### src/rtl/lighthouse_ootx_decoder_if.sv
// Bit-stream input and decoded-frame output bundle for the lighthouse OOTX decoder.
// master drives OOTX bits and observes frames; slave is the decoder itself.
interface lighthouse_ootx_decoder_if;
    logic        bit_strobe;
    logic        bit_data;
    logic        bit_lighthouse;
    logic        frame_start;
    logic [15:0] length;
    logic        byte_strobe;
    logic [7:0]  payload_byte;
    logic        frame_done;
    logic        frame_ok;
    logic        error;

    modport master (
        output bit_strobe, bit_data, bit_lighthouse,
        input  frame_start, length, byte_strobe, payload_byte, frame_done, frame_ok, error
    );

    modport slave (
        input  bit_strobe, bit_data, bit_lighthouse,
        output frame_start, length, byte_strobe, payload_byte, frame_done, frame_ok, error
    );
endinterface

### src/rtl/lighthouse_ootx_decoder.sv
// Reassembles one lighthouse's OOTX frame: preamble hunt, length, payload bytes, CRC32 check.
// Define OOTX_CRC_EN to build the CRC32 engine; otherwise frame_ok reads 1 on every frame_done.
module lighthouse_ootx_decoder #(
    parameter int LIGHTHOUSE     = 0,
    parameter int MAX_LEN        = 64,
    parameter int PREAMBLE_ZEROS = 17
) (
    input logic                       clk,
    input logic                       reset_n,
    lighthouse_ootx_decoder_if.slave  bus
);
    localparam logic        LH_BIT = 1'(LIGHTHOUSE);
    localparam logic [15:0] MAX_L  = 16'(MAX_LEN);
    localparam logic [4:0]  PRE_Z  = 5'(PREAMBLE_ZEROS);

    typedef enum logic [2:0] {
        HUNT, LEN, LEN_SYNC, PAYLOAD, PAY_SYNC, CRC, CRC_SYNC
    } state_t;

    state_t      state;
    logic [4:0]  zero_run;
    logic [3:0]  bit_cnt;
    logic [15:0] word;
    logic [15:0] byte_idx;
    logic        crc_word;

    logic        frame_start_q;
    logic [15:0] length_q;
    logic        byte_strobe_q;
    logic [7:0]  payload_byte_q;
    logic        frame_done_q;
    logic        frame_ok_q;
    logic        error_q;

    logic        ev;
    logic [15:0] w_next;
    logic [15:0] len_w;

    assign ev     = bus.bit_strobe && (bus.bit_lighthouse == LH_BIT);
    assign w_next = {word[14:0], bus.bit_data};
    // Length travels little-endian inside a big-endian word.
    assign len_w  = {word[7:0], word[15:8]};

`ifdef OOTX_CRC_EN
    localparam logic [31:0] POLY = 32'hEDB88320;
    logic [31:0] crc;
    logic [31:0] crc_sh;
    logic [31:0] rx_crc;

    function automatic logic [31:0] crc32_byte(input logic [31:0] c, input logic [7:0] d);
        logic [31:0] r;
        r = c ^ {24'd0, d};
        for (int i = 0; i < 8; i++)
            r = r[0] ? ((r >> 1) ^ POLY) : (r >> 1);
        return r;
    endfunction

    // crc_sh holds b0..b3 MSB-first once the second CRC word has shifted in.
    assign rx_crc = {crc_sh[7:0], crc_sh[15:8], crc_sh[23:16], crc_sh[31:24]};
`endif

    always_ff @(posedge clk or negedge reset_n) begin
        if (!reset_n) begin
            state          <= HUNT;
            zero_run       <= '0;
            bit_cnt        <= '0;
            word           <= '0;
            byte_idx       <= '0;
            crc_word       <= 1'b0;
            frame_start_q  <= 1'b0;
            length_q       <= '0;
            byte_strobe_q  <= 1'b0;
            payload_byte_q <= '0;
            frame_done_q   <= 1'b0;
            frame_ok_q     <= 1'b0;
            error_q        <= 1'b0;
`ifdef OOTX_CRC_EN
            crc            <= '1;
            crc_sh         <= '0;
`endif
        end else begin
            frame_start_q <= 1'b0;
            byte_strobe_q <= 1'b0;
            frame_done_q  <= 1'b0;
            error_q       <= 1'b0;
            if (ev) begin
                if (bus.bit_data)
                    zero_run <= '0;
                else if (zero_run != 5'd31)
                    zero_run <= zero_run + 5'd1;

                case (state)
                    HUNT: begin
                        if (bus.bit_data && zero_run >= PRE_Z) begin
                            bit_cnt <= '0;
                            state   <= LEN;
                        end
                    end
                    LEN: begin
                        word    <= w_next;
                        bit_cnt <= bit_cnt + 4'd1;
                        if (bit_cnt == 4'd15)
                            state <= LEN_SYNC;
                    end
                    LEN_SYNC: begin
                        if (!bus.bit_data || len_w > MAX_L) begin
                            error_q <= 1'b1;
                            state   <= HUNT;
                        end else begin
                            bit_cnt  <= '0;
                            byte_idx <= '0;
                            crc_word <= 1'b0;
`ifdef OOTX_CRC_EN
                            crc      <= '1;
`endif
                            if (len_w == 16'd0) begin
                                state <= CRC;
                            end else begin
                                frame_start_q <= 1'b1;
                                length_q      <= len_w;
                                state         <= PAYLOAD;
                            end
                        end
                    end
                    PAYLOAD: begin
                        word    <= w_next;
                        bit_cnt <= bit_cnt + 4'd1;
                        if (bit_cnt[2:0] == 3'd7) begin
                            byte_idx <= byte_idx + 16'd1;
                            // The pad byte of an odd-length payload is dropped here.
                            if (byte_idx < length_q) begin
                                byte_strobe_q  <= 1'b1;
                                payload_byte_q <= w_next[7:0];
`ifdef OOTX_CRC_EN
                                crc            <= crc32_byte(crc, w_next[7:0]);
`endif
                            end
                        end
                        if (bit_cnt == 4'd15)
                            state <= PAY_SYNC;
                    end
                    PAY_SYNC: begin
                        if (!bus.bit_data) begin
                            error_q <= 1'b1;
                            state   <= HUNT;
                        end else begin
                            bit_cnt <= '0;
                            state   <= (byte_idx >= length_q) ? CRC : PAYLOAD;
                        end
                    end
                    CRC: begin
                        bit_cnt <= bit_cnt + 4'd1;
`ifdef OOTX_CRC_EN
                        crc_sh  <= {crc_sh[30:0], bus.bit_data};
`endif
                        if (bit_cnt == 4'd15)
                            state <= CRC_SYNC;
                    end
                    CRC_SYNC: begin
                        if (!bus.bit_data) begin
                            error_q <= 1'b1;
                            state   <= HUNT;
                        end else if (!crc_word) begin
                            crc_word <= 1'b1;
                            bit_cnt  <= '0;
                            state    <= CRC;
                        end else begin
                            frame_done_q <= 1'b1;
`ifdef OOTX_CRC_EN
                            frame_ok_q   <= (rx_crc == ~crc);
`else
                            frame_ok_q   <= 1'b1;
`endif
                            state        <= HUNT;
                        end
                    end
                    default: state <= HUNT;
                endcase
            end
        end
    end

    assign bus.frame_start  = frame_start_q;
    assign bus.length       = length_q;
    assign bus.byte_strobe  = byte_strobe_q;
    assign bus.payload_byte = payload_byte_q;
    assign bus.frame_done   = frame_done_q;
    assign bus.frame_ok     = frame_ok_q;
    assign bus.error        = error_q;
endmodule

### src/flat_wrapper.sv
// flat-port wrapper written by rule: the top's interface ports become plain ports
module lighthouse_ootx_decoder_flat 
#(
    parameter int LIGHTHOUSE     = 0,
    parameter int MAX_LEN        = 64,
    parameter int PREAMBLE_ZEROS = 17
)
  (clk, reset_n, bus_bit_strobe, bus_bit_data, bus_bit_lighthouse, bus_frame_start, bus_length, bus_byte_strobe, bus_payload_byte, bus_frame_done, bus_frame_ok, bus_error);
  lighthouse_ootx_decoder_if bus_i ();
  input logic clk;
  input logic reset_n;
  input wire logic [$bits(bus_i.bit_strobe)-1:0] bus_bit_strobe;
  input wire logic [$bits(bus_i.bit_data)-1:0] bus_bit_data;
  input wire logic [$bits(bus_i.bit_lighthouse)-1:0] bus_bit_lighthouse;
  output wire logic [$bits(bus_i.frame_start)-1:0] bus_frame_start;
  output wire logic [$bits(bus_i.length)-1:0] bus_length;
  output wire logic [$bits(bus_i.byte_strobe)-1:0] bus_byte_strobe;
  output wire logic [$bits(bus_i.payload_byte)-1:0] bus_payload_byte;
  output wire logic [$bits(bus_i.frame_done)-1:0] bus_frame_done;
  output wire logic [$bits(bus_i.frame_ok)-1:0] bus_frame_ok;
  output wire logic [$bits(bus_i.error)-1:0] bus_error;
  assign bus_i.bit_strobe = bus_bit_strobe;
  assign bus_i.bit_data = bus_bit_data;
  assign bus_i.bit_lighthouse = bus_bit_lighthouse;
  assign bus_frame_start = bus_i.frame_start;
  assign bus_length = bus_i.length;
  assign bus_byte_strobe = bus_i.byte_strobe;
  assign bus_payload_byte = bus_i.payload_byte;
  assign bus_frame_done = bus_i.frame_done;
  assign bus_frame_ok = bus_i.frame_ok;
  assign bus_error = bus_i.error;
  lighthouse_ootx_decoder #(.LIGHTHOUSE(LIGHTHOUSE), .MAX_LEN(MAX_LEN), .PREAMBLE_ZEROS(PREAMBLE_ZEROS)) u_core (.clk(clk), .reset_n(reset_n), .bus(bus_i));
endmodule
### config.mk
export PLATFORM = sky130hd
export DESIGN_NAME = lighthouse_ootx_decoder_flat
export DESIGN_NICKNAME = d
export VERILOG_FILES = /design/src/rtl/lighthouse_ootx_decoder_if.sv /design/src/rtl/lighthouse_ootx_decoder.sv /design/src/flat_wrapper.sv
export SDC_FILE = /design/constraint.sdc
export NUM_CORES = 1
export LEC_CHECK = 0
export CAP_MARGIN = 30
export CORE_MARGIN = 4
export CORE_UTILIZATION = 55
export CTS_CLUSTER_DIAMETER = 60
export DETAILED_ROUTE_END_ITERATION = 8
export PLACE_DENSITY = 0.76
export SYNTH_ARGS = -nofsm -noshare
export SYNTH_HDL_FRONTEND = slang
export SYNTH_SLANG_ARGS = --single-unit
### constraint.sdc
create_clock -name clk -period 5.46 [get_ports clk]
set_clock_uncertainty 0.2 [all_clocks]
set_input_delay 1.092 -clock clk [delete_from_list [all_inputs] [get_ports clk]]
set_output_delay 1.092 -clock clk [all_outputs]
set_load 0.02 [all_outputs]
==> results of run 1 <==
## registers in the layout, indices dropped and copies added, names as in the netlist, 3 cells and up
signal                   flops
u_core.zero_run              5
u_core.word                 16
u_core.bus.payload_byte      8
u_core.bus.length           16
u_core.byte_idx             16
u_core.bit_cnt               4
u_core.state                 3
## metrics by stage
step           total power [mW]  instances  util, %  hold slack [ps]  worst slack, ps
4_1_cts                    1.33        473     66.6              280             2050
3_3_place_gp              0.901        456     63.5              253             1640
3_5_place_dp              0.916        457     63.7              263             1680
2_1_floorplan             0.841        357        -              255             2680
6_report                   1.33        473     66.6              270             2040
5_1_grt                    1.40        473     66.6              300             1870
## cell type report
cell class / instances / area share [%]
sequential: 74 / 43.1
timing repair buffer: 35 / 8.00
tap: 77 / 2.24
multi-input combinational: 253 / 40.8
clock buffer: 12 / 3.14
clock inverter: 4 / 1.22
inverter: 18 / 1.57
## cell usage after synthesis (7+ instances only)
master / n / area share [%]
nand2_1: 23 / 2.3
ha_1: 22 / 7.4
a31oi_1: 9 / 1.5
dfrtp_1: 74 / 50
nor2_1: 38 / 3.8
inv_1: 18 / 1.8
nand4_1: 9 / 1.5
nand3_1: 10 / 1.3
a21oi_1: 19 / 2.6
nor4_1: 8 / 1.3
o21ai_0: 20 / 2.7
nor3_1: 8 / 1.1
mux2_2: 33 / 10
clkbuf_1: 7 / 0.71
and3_1: 7 / 1.2
## report_power, final
part           switching, mW  internal, mW  total (mW)
combinational          0.132         0.107       0.239
clock                  0.205         0.213       0.418
sequential            0.0743         0.594       0.669
## final timing paths
kind,from,end,slack (ps),cells after the start
worst max-delay path,bus_bit_strobe,u_core.bus.payload_byte[6]$_DFFE_PN0P_,2040,5
worst min-delay path,u_core.bus.frame_ok$_DFFE_PN0P_,u_core.bus.frame_ok$_DFFE_PN0P_,270,1
worst max register to register,u_core.bus.length[1]$_DFFE_PN0P_,u_core.bus.payload_byte[6]$_DFFE_PN0P_,2590,8
worst min register to register,u_core.bus.frame_ok$_DFFE_PN0P_,u_core.bus.frame_ok$_DFFE_PN0P_,270,1
max in group asynchronous,reset_n,u_core.bus.length[0]$_DFFE_PN0P_,3460,2
min in group asynchronous,reset_n,u_core.zero_run[2]$_DFFE_PN0P_,590,1
## logic make-up after synthesis
kind of cell             Yosys count  synth area share, %
XOR/XNOR                           3                0.706
AO/OA/AOI/OAI                     71                 11.6
AND/OR/NAND/NOR                  123                 17.1
buffers and inverters             30                 3.13
adder cells (fa/ha/maj)           22                 7.40
flip-flops                        74                 49.8
multiplexers                      34                 10.3
## metal layers
layer | track usage [%] | vias to the layer above
met1 | 28.0 | 1351
li1 | - | 1371
met4 | 9.82 | 0
met2 | 30.7 | 75
met3 | 4.17 | 18
met5 | 0 | -
## critical path, cell delays in order
cell and delay [ps]:
clkdlybuf4s50_1 480, nor2b_1 500, nand3_1 430, nor3_4 550, mux2_2 390
==> flow_summary.yaml, run 1 <==
sta:
  rsz0062_at_grt: "no"
  timing.final.hold_violations: 0
  max_freq_ghz: 0.292
  setup-violations-final: 0
  tightest_slew_ps: 725
  slew_headroom_pct: 51.7
  drv_slew: 0
  period_share_pct: 62.7
  tns_ps: 0
  period_needed_ps: 3420
synthesis:
  synth_ff_type: "dfrtp_1"
  yosysWarnings: 0
  syn_inst: 357
  netlist_area_um2: 3720
  ys_async_sr_fraction_pct: 100
  synth_seq_area_share_pct: 49.8
  synth_nets: 384
  avgSynthCellArea_um2: 10.4
  synthDistinctLibCells: 43
  synth_edf_count: 0
  ys_ff_latch: 74
global_route:
  grt-ovfl-total: 0
  grt_max_degree: 44
  grt_usage_pct: 20.3
  antenna_found_initial: 0
  grt_pass1_wl_um: 13400
  first_global_vias: 2844
clock_tree:
  clk_latency_ps: 350
  cts_tree: "done"
  clkSinkCount: 74
  post_cts_resized: 0
  htreeDepth: 3
  cts_root_buf: "clkbuf_8"
  cts_setup_buffers: 0
  cts_hold_buf: 0
  cts_max_path_buffers: 2
  clk_pin_slew_ps: 70
  cts_buffers: 9
run:
  max_cap_violations: 0
worst_setup_path:
  cp-start-kind: "input pin"
  timing_worst_setup_path_type: "input pin to flop"
  worstPathRequired_ps: 5490
  critical_path.max_fanout: 9
  setup.worst_path.end_class: "flop"
  cp.arrival_ps: 3450
power_and_ir_drop:
  p_leak_nw: 2.04
  power_density_nw_per_um2: 308
  ir_drop_mv: 0.166
die:
  die_area_um2: 8150
  start_util_pct: 57.6
  ioPinCount: 34
  fp.coreArea_um2: 6460
  dieHeight_um: 90.3
  placement_rows: 29
  dieWidth_um: 90.3
cells_and_area:
  seqCellArea_um2: 1850
  antenna_cells: 0
  nFillCells: 531
  final_layout_size_suffix_gt1_share_pct: 13.6
  fin_area_um2: 4300
  finalNetCount: 418
  multi_input_area_um2: 1750
  mostFrequentLayoutCell: "dfrtp_1"
  layout_common_cells: "74 x dfrtp_1, 38 x nor2_1, 33 x mux2_2"
  syn2layout_area_growth_pct: 15.6
drt:
  wirelength_met1_um: 3680
  vias: 2815
  wire_per_inst_um: 16.2
  firstDrtPassIters: 4
  ant_nets: 0
  topRoutingLayerUsed: "met4"
  drc_errors: 0
  wl_met3_um: 314
  drt_first_iter_violations: 193
  via_per_inst: 5.95
  dr_wl_met2_um: 3480
  drt_wl_total_um: 7670
placed_design:
  dpl_cell_area_um2: 4110
  dp_hpwl_um: 5320
  place_congestion: 0.886
  portBuffers: 33
run_status:
  status: "complete, no violations"
hold_path:
  min_path_type: "flop to flop"
(Power assumes the default switching activity.)
==> inputs of run 2 (changes only) <==
CORE_UTILIZATION = 52   (was 55)
PLACE_DENSITY = 0.75   (was 0.76)
clock period = 2.95 ns   (was 5.46 ns; I/O delays follow)
==> run 2 against run 1 <==
Clock power rose by 110%. Critical path depth is 3 higher. Total power rose by 94%. Global-route usage down 0.50 points.
==> flow_summary.yaml, run 2 (synthesized netlist as in run 1, its figures left out) <==
run_status:
  status: "complete, no violations"
cells_and_area:
  multi_input_area_um2: 1750
  finalNonFillerCells: 500
  seqCellArea_um2: 1850
  final_layout_size_suffix_gt1_share_pct: 16.1
  fin_util_pct: 64.7
  syn2layout_area_growth_pct: 19.4
  nFillCells: 575
  antenna_cells: 0
  layout_common_cells: "74 x dfrtp_1, 38 x nor2_1, 33 x mux2_2"
  mostFrequentLayoutCell: "dfrtp_1"
  finalNetCount: 427
power_and_ir_drop:
  ir_drop_mv: 0.416
  p_leak_nw: 2.11
  power_density_nw_per_um2: 580
  finalPower_mw: 2.58
die:
  die_area_um2: 8570
  fp.coreArea_um2: 6870
  dieWidth_um: 92.6
  start_util_pct: 54.2
  dieHeight_um: 92.6
  ioPinCount: 34
  placement_rows: 30
worst_setup_path:
  r2r_start: "u_core.bus.length[1]$_DFFE_PN0P_"
  cp-startpoint: "u_core.bus.length[1]$_DFFE_PN0P_"
  setup.worst_path.end_class: "flop"
  critical_path.max_fanout: 9
  timing.rr.end: "u_core.bus.payload_byte[5]$_DFFE_PN0P_"
  timing_worst_setup_path_type: "flop to flop"
  reg2reg_depth: 8
  cp.arrival_ps: 2800
  worstPathRequired_ps: 2990
  cp-start-kind: "flop"
  crit_path_end: "u_core.bus.payload_byte[5]$_DFFE_PN0P_"
  reg2reg_setup_slack_ps: 180
run:
  max_cap_violations: 0
placed_design:
  place_congestion: 0.941
  dp_hpwl_um: 5520
  dp_cells: 485
  portBuffers: 33
global_route:
  grt_usage_pct: 19.8
  grt_pass1_wl_um: 13500
  antenna_found_initial: 0
  grt-ovfl-total: 0
  first_global_vias: 2850
  grt_max_degree: 75
clock_tree:
  clk_latency_ps: 350
  cts_setup_buffers: 0
  clkSinkCount: 74
  cts_buffers: 9
  cts_tree: "done"
  cts_max_path_buffers: 2
  cts_hold_buf: 0
  htreeDepth: 3
  cts_root_buf: "clkbuf_8"
  post_cts_resized: 0
  clk_pin_slew_ps: 80
drt:
  drt_wl_total_um: 7810
  drc_errors: 0
  wirelength_met1_um: 3620
  vias: 2866
  drt_first_iter_violations: 187
  dr_wl_met2_um: 3610
  firstDrtPassIters: 4
  topRoutingLayerUsed: "met4"
  via_per_inst: 5.73
  ant_nets: 0
  wire_per_inst_um: 15.6
  wl_met3_um: 445
sta:
  tightest_slew_ps: 559
  timing.final.hold_violations: 0
  tns_ps: 0
  period_share_pct: 93.7
  max_freq_ghz: 0.362
  drv_slew: 0
  slew_headroom_pct: 61.7
  rsz0062_at_grt: "no"
  setup-violations-final: 0
  period_needed_ps: 2770
hold_path:
  min_path_type: "input pin to async pin"
-- run 2: cell count changes in the layout (fill, tap and decap cells not counted) --
cell       delta
buf_6         -1
clkbuf_8      +1
clkinv_4      -1
buf_12        +2
clkbuf_1      -3
buf_4         +8
bufinv_16     +1
clkinv_2      +1
-- run 2: layer usage --
layer	up-vias	GRT usage, %
met5	-	0
met3	16	5.36
met4	0	8.79
met2	76	30.3
li1	1378	-
met1	1396	26.3
-- run 2: metrics by stage --
| step | setup slack (ps) | hold slack (ps) | instance area (µm²) |
|---|---|---|---|
| 2_1_floorplan | 272 | 94.4 | 3720 |
| 4_1_cts | 145 | 66.3 | 4440 |
| 5_1_grt | 30.5 | 77.4 | 4440 |
| 6_report | 184 | 53.8 | 4440 |
| 3_3_place_gp | 231 | 255 | 4230 |
| 3_5_place_dp | 181 | 273 | 4230 |
-- run 2: area by class of cell --
type / count / share of cell area, %
clock inverter: 5 / 1.77
clock buffer: 10 / 3.10
multi-input combinational: 253 / 39.5
tap: 96 / 2.70
timing repair buffer: 44 / 9.75
inverter: 18 / 1.52
sequential: 74 / 41.7
-- run 2: power breakdown --
group / leakage, nW / switching, mW / internal, mW
logic: 1.04 / 0.288 / 0.217
registers: 0.960 / 0.101 / 1.10
clock network: 0.112 / 0.378 / 0.493
total: 2.11 / 0.767 / 1.81
-- run 2: worst min-delay path by stage --
stage / from / to / slack (ps) / cells past startpoint
2_1_floorplan: reset_n / u_core.bit_cnt[0]$_DFFE_PN0P_ / 90 / 0
3_3_place_gp: u_core.bus.frame_ok$_DFFE_PN0P_ / u_core.bus.frame_ok$_DFFE_PN0P_ / 260 / 1
3_5_place_dp: u_core.bus.frame_ok$_DFFE_PN0P_ / u_core.bus.frame_ok$_DFFE_PN0P_ / 270 / 1
4_1_cts: reset_n / u_core.bus.payload_byte[2]$_DFFE_PN0P_ / 70 / 2
5_1_grt: reset_n / u_core.bus.payload_byte[2]$_DFFE_PN0P_ / 80 / 2
6_report: reset_n / u_core.bus.payload_byte[2]$_DFFE_PN0P_ / 50 / 2
-- run 2: worst max-delay path, stage by stage (launching register included) --
cell and delay [ps]:
dfrtp_1 370, inv_1 50, ha_1 300, nor2b_1 130
o211ai_1 150, a2111oi_1 100, or4_4 560, nor3_4 390
mux2_2 400
==> inputs of run 3 (changes only) <==
PLACE_DENSITY = 0.76   (was 0.75)
==> run 3 against run 2 <==
Via count is 0.10% higher. Non-clock buffer count increased by 2. Combinational power shrank 11%. Global-route usage increased by 0.64 points. Routed wire length rose by 2.0%. Fmax is 0.39% lower. Clock-buffer cell count fell by 1. Highest routed layer unchanged.
==> flow_summary.yaml, run 3 (synthesized netlist as in run 1, its figures left out) <==
die:
  placement_rows: 30
  ioPinCount: 34
  dieHeight_um: 92.6
  start_util_pct: 54.2
  die_area_um2: 8570
  fp.coreArea_um2: 6870
  dieWidth_um: 92.6
drt:
  ant_nets: 0
  drc_errors: 0
  drt_first_iter_violations: 197
  drt_wl_total_um: 7970
  via_per_inst: 5.72
  vias: 2869
  firstDrtPassIters: 4
  wire_per_inst_um: 15.9
sta:
  period_share_pct: 94.1
  rsz0062_at_grt: "no"
  max_freq_ghz: 0.360
  period_needed_ps: 2780
  timing.final.hold_violations: 0
  slew_headroom_pct: 60.2
  drv_slew: 0
  tns_ps: 0
  tightest_slew_ps: 582
  setup-violations-final: 0
power_and_ir_drop:
  ir_drop_mv: 0.311
  p_leak_nw: 2.11
  power_density_nw_per_um2: 573
hold_path:
  hold_depth: 1
  min_from: "u_core.bus.frame_ok$_DFFE_PN0P_"
  min_path_type: "flop to flop"
  whs_endpoint: "u_core.bus.frame_ok$_DFFE_PN0P_"
cells_and_area:
  antenna_cells: 0
  final_layout_size_suffix_gt1_share_pct: 16.3
  layout_common_cells: "74 x dfrtp_1, 38 x nor2_1, 33 x mux2_2"
  nFillCells: 587
  syn2layout_area_growth_pct: 19.4
  fin_util_pct: 64.7
  mostFrequentLayoutCell: "dfrtp_1"
  finalNetCount: 429
worst_setup_path:
  cp-start-kind: "flop"
  worstPathRequired_ps: 2990
  cp.depth: 7
  timing.rr.end: "u_core.bus.payload_byte[6]$_DFFE_PN0P_"
  reg2reg_setup_slack_ps: 170
  timing_worst_setup_path_type: "flop to flop"
  r2r_start: "u_core.byte_idx[1]$_DFFE_PN0P_"
  path_cells: "ha_1 -> nor2b_1 -> o211ai_1 -> a2111oi_1 -> or4_4 -> nor3_4 -> mux2_2"
  slowest_stage: "or4_4"
  crit_buf_inv: 0
  crit_family: "simple AND/OR/NAND/NOR gates"
  setup.worst_path.end_class: "flop"
  cp.arrival_ps: 2820
  crit_path_max_incr_delay_ps: 550
  critical_path.max_fanout: 9
  reg2reg_depth: 7
clock_tree:
  clkSinkCount: 74
  clk_latency_ps: 350
  clk_pin_slew_ps: 80
  cts_tree: "done"
  post_cts_resized: 0
  cts_root_buf: "clkbuf_8"
  cts_buffers: 9
  cts_max_path_buffers: 2
  htreeDepth: 3
global_route:
  met1_usage_pct: 27.7
  grt_usage_pct: 20.4
  grt_max_degree: 35
  grt-ovfl-total: 0
  met2_usage_pct: 31.5
  first_global_vias: 2871
  grt-busiest-layer: "met2"
  gr-usage-met3_pct: 3.98
  grt_pass1_wl_um: 13800
  antenna_found_initial: 0
run:
  max_cap_violations: 0
run_status:
  status: "complete, no violations"
placed_design:
  portBuffers: 33
  place_congestion: 0.907
  dp_hpwl_um: 5760
==> run 3: worst register-to-register path, delay by kind of cell, from the launching register on <==
kind,cells,cell delay (ps)
mux,1,400
flops,1,420
simple gates,3,1080
compound gates,2,270
fa+ha+maj,1,300
==> run 3: per-stage QoR <==
| step | worst slack [ps] | std cells | power, mW | hold slack [ps] | instance area [µm²] |
|---|---|---|---|---|---|
| 4_1_cts | 158 | 502 | 2.56 | 275 | 4440 |
| 3_5_place_dp | 169 | 486 | 1.70 | 257 | 4220 |
| 5_1_grt | 42.5 | 502 | 2.70 | 306 | 4440 |
| 6_report | 174 | 502 | 2.55 | 274 | 4440 |
| 3_3_place_gp | 232 | 486 | 1.67 | 254 | 4220 |
| 2_1_floorplan | 272 | 357 | 1.56 | 94.4 | 3720 |
==> run 3: power breakdown <==
group	leakage (nW)	switching [mW]	internal [mW]
clock	0.106	0.395	0.476
combinational	1.05	0.243	0.204
sequential	0.960	0.130	1.10
total	2.11	0.768	1.78
==> run 3: worst max path at each step <==
stage / start / endpoint / slack, ps
global placement: u_core.bus.length[1]$_DFFE_PN0P_ / u_core.bus.payload_byte[7]$_DFFE_PN0P_ / 230
floorplan: u_core.bus.length[1]$_DFFE_PN0P_ / u_core.bus.payload_byte[0]$_DFFE_PN0P_ / 270
global route: u_core.bus.length[1]$_DFFE_PN0P_ / u_core.bus.payload_byte[7]$_DFFE_PN0P_ / 40
detailed placement: u_core.bus.length[1]$_DFFE_PN0P_ / u_core.bus.payload_byte[6]$_DFFE_PN0P_ / 170
CTS: u_core.bus.length[1]$_DFFE_PN0P_ / u_core.bus.payload_byte[6]$_DFFE_PN0P_ / 160
finish: u_core.byte_idx[1]$_DFFE_PN0P_ / u_core.bus.payload_byte[6]$_DFFE_PN0P_ / 170
==> run 3: final cells by class <==
type	instances	area [µm²]	area share, %
inverter	18	67.6	1.52
timing repair buffer	46	438	9.85
sequential	74	1850	41.7
tap	96	120	2.70
clock buffer	9	124	2.79
clock inverter	6	90.1	2.03
multi-input combinational	253	1750	39.4
==> run 3: what timing repair did <==
item | in CTS | in global routing
buffers inserted | 0 | 0
hold endpoints to repair | 7 | 0
hold buffers | 1 | 0
==> run 3: layer usage <==
metal	routed length, µm	part of all wire [%]	up-vias
met5	0	0	-
met2	3630	46	76
met1	3730	47	1390
met3	405	5.1	18
li1	-	-	1385
met4	198	2.5	0
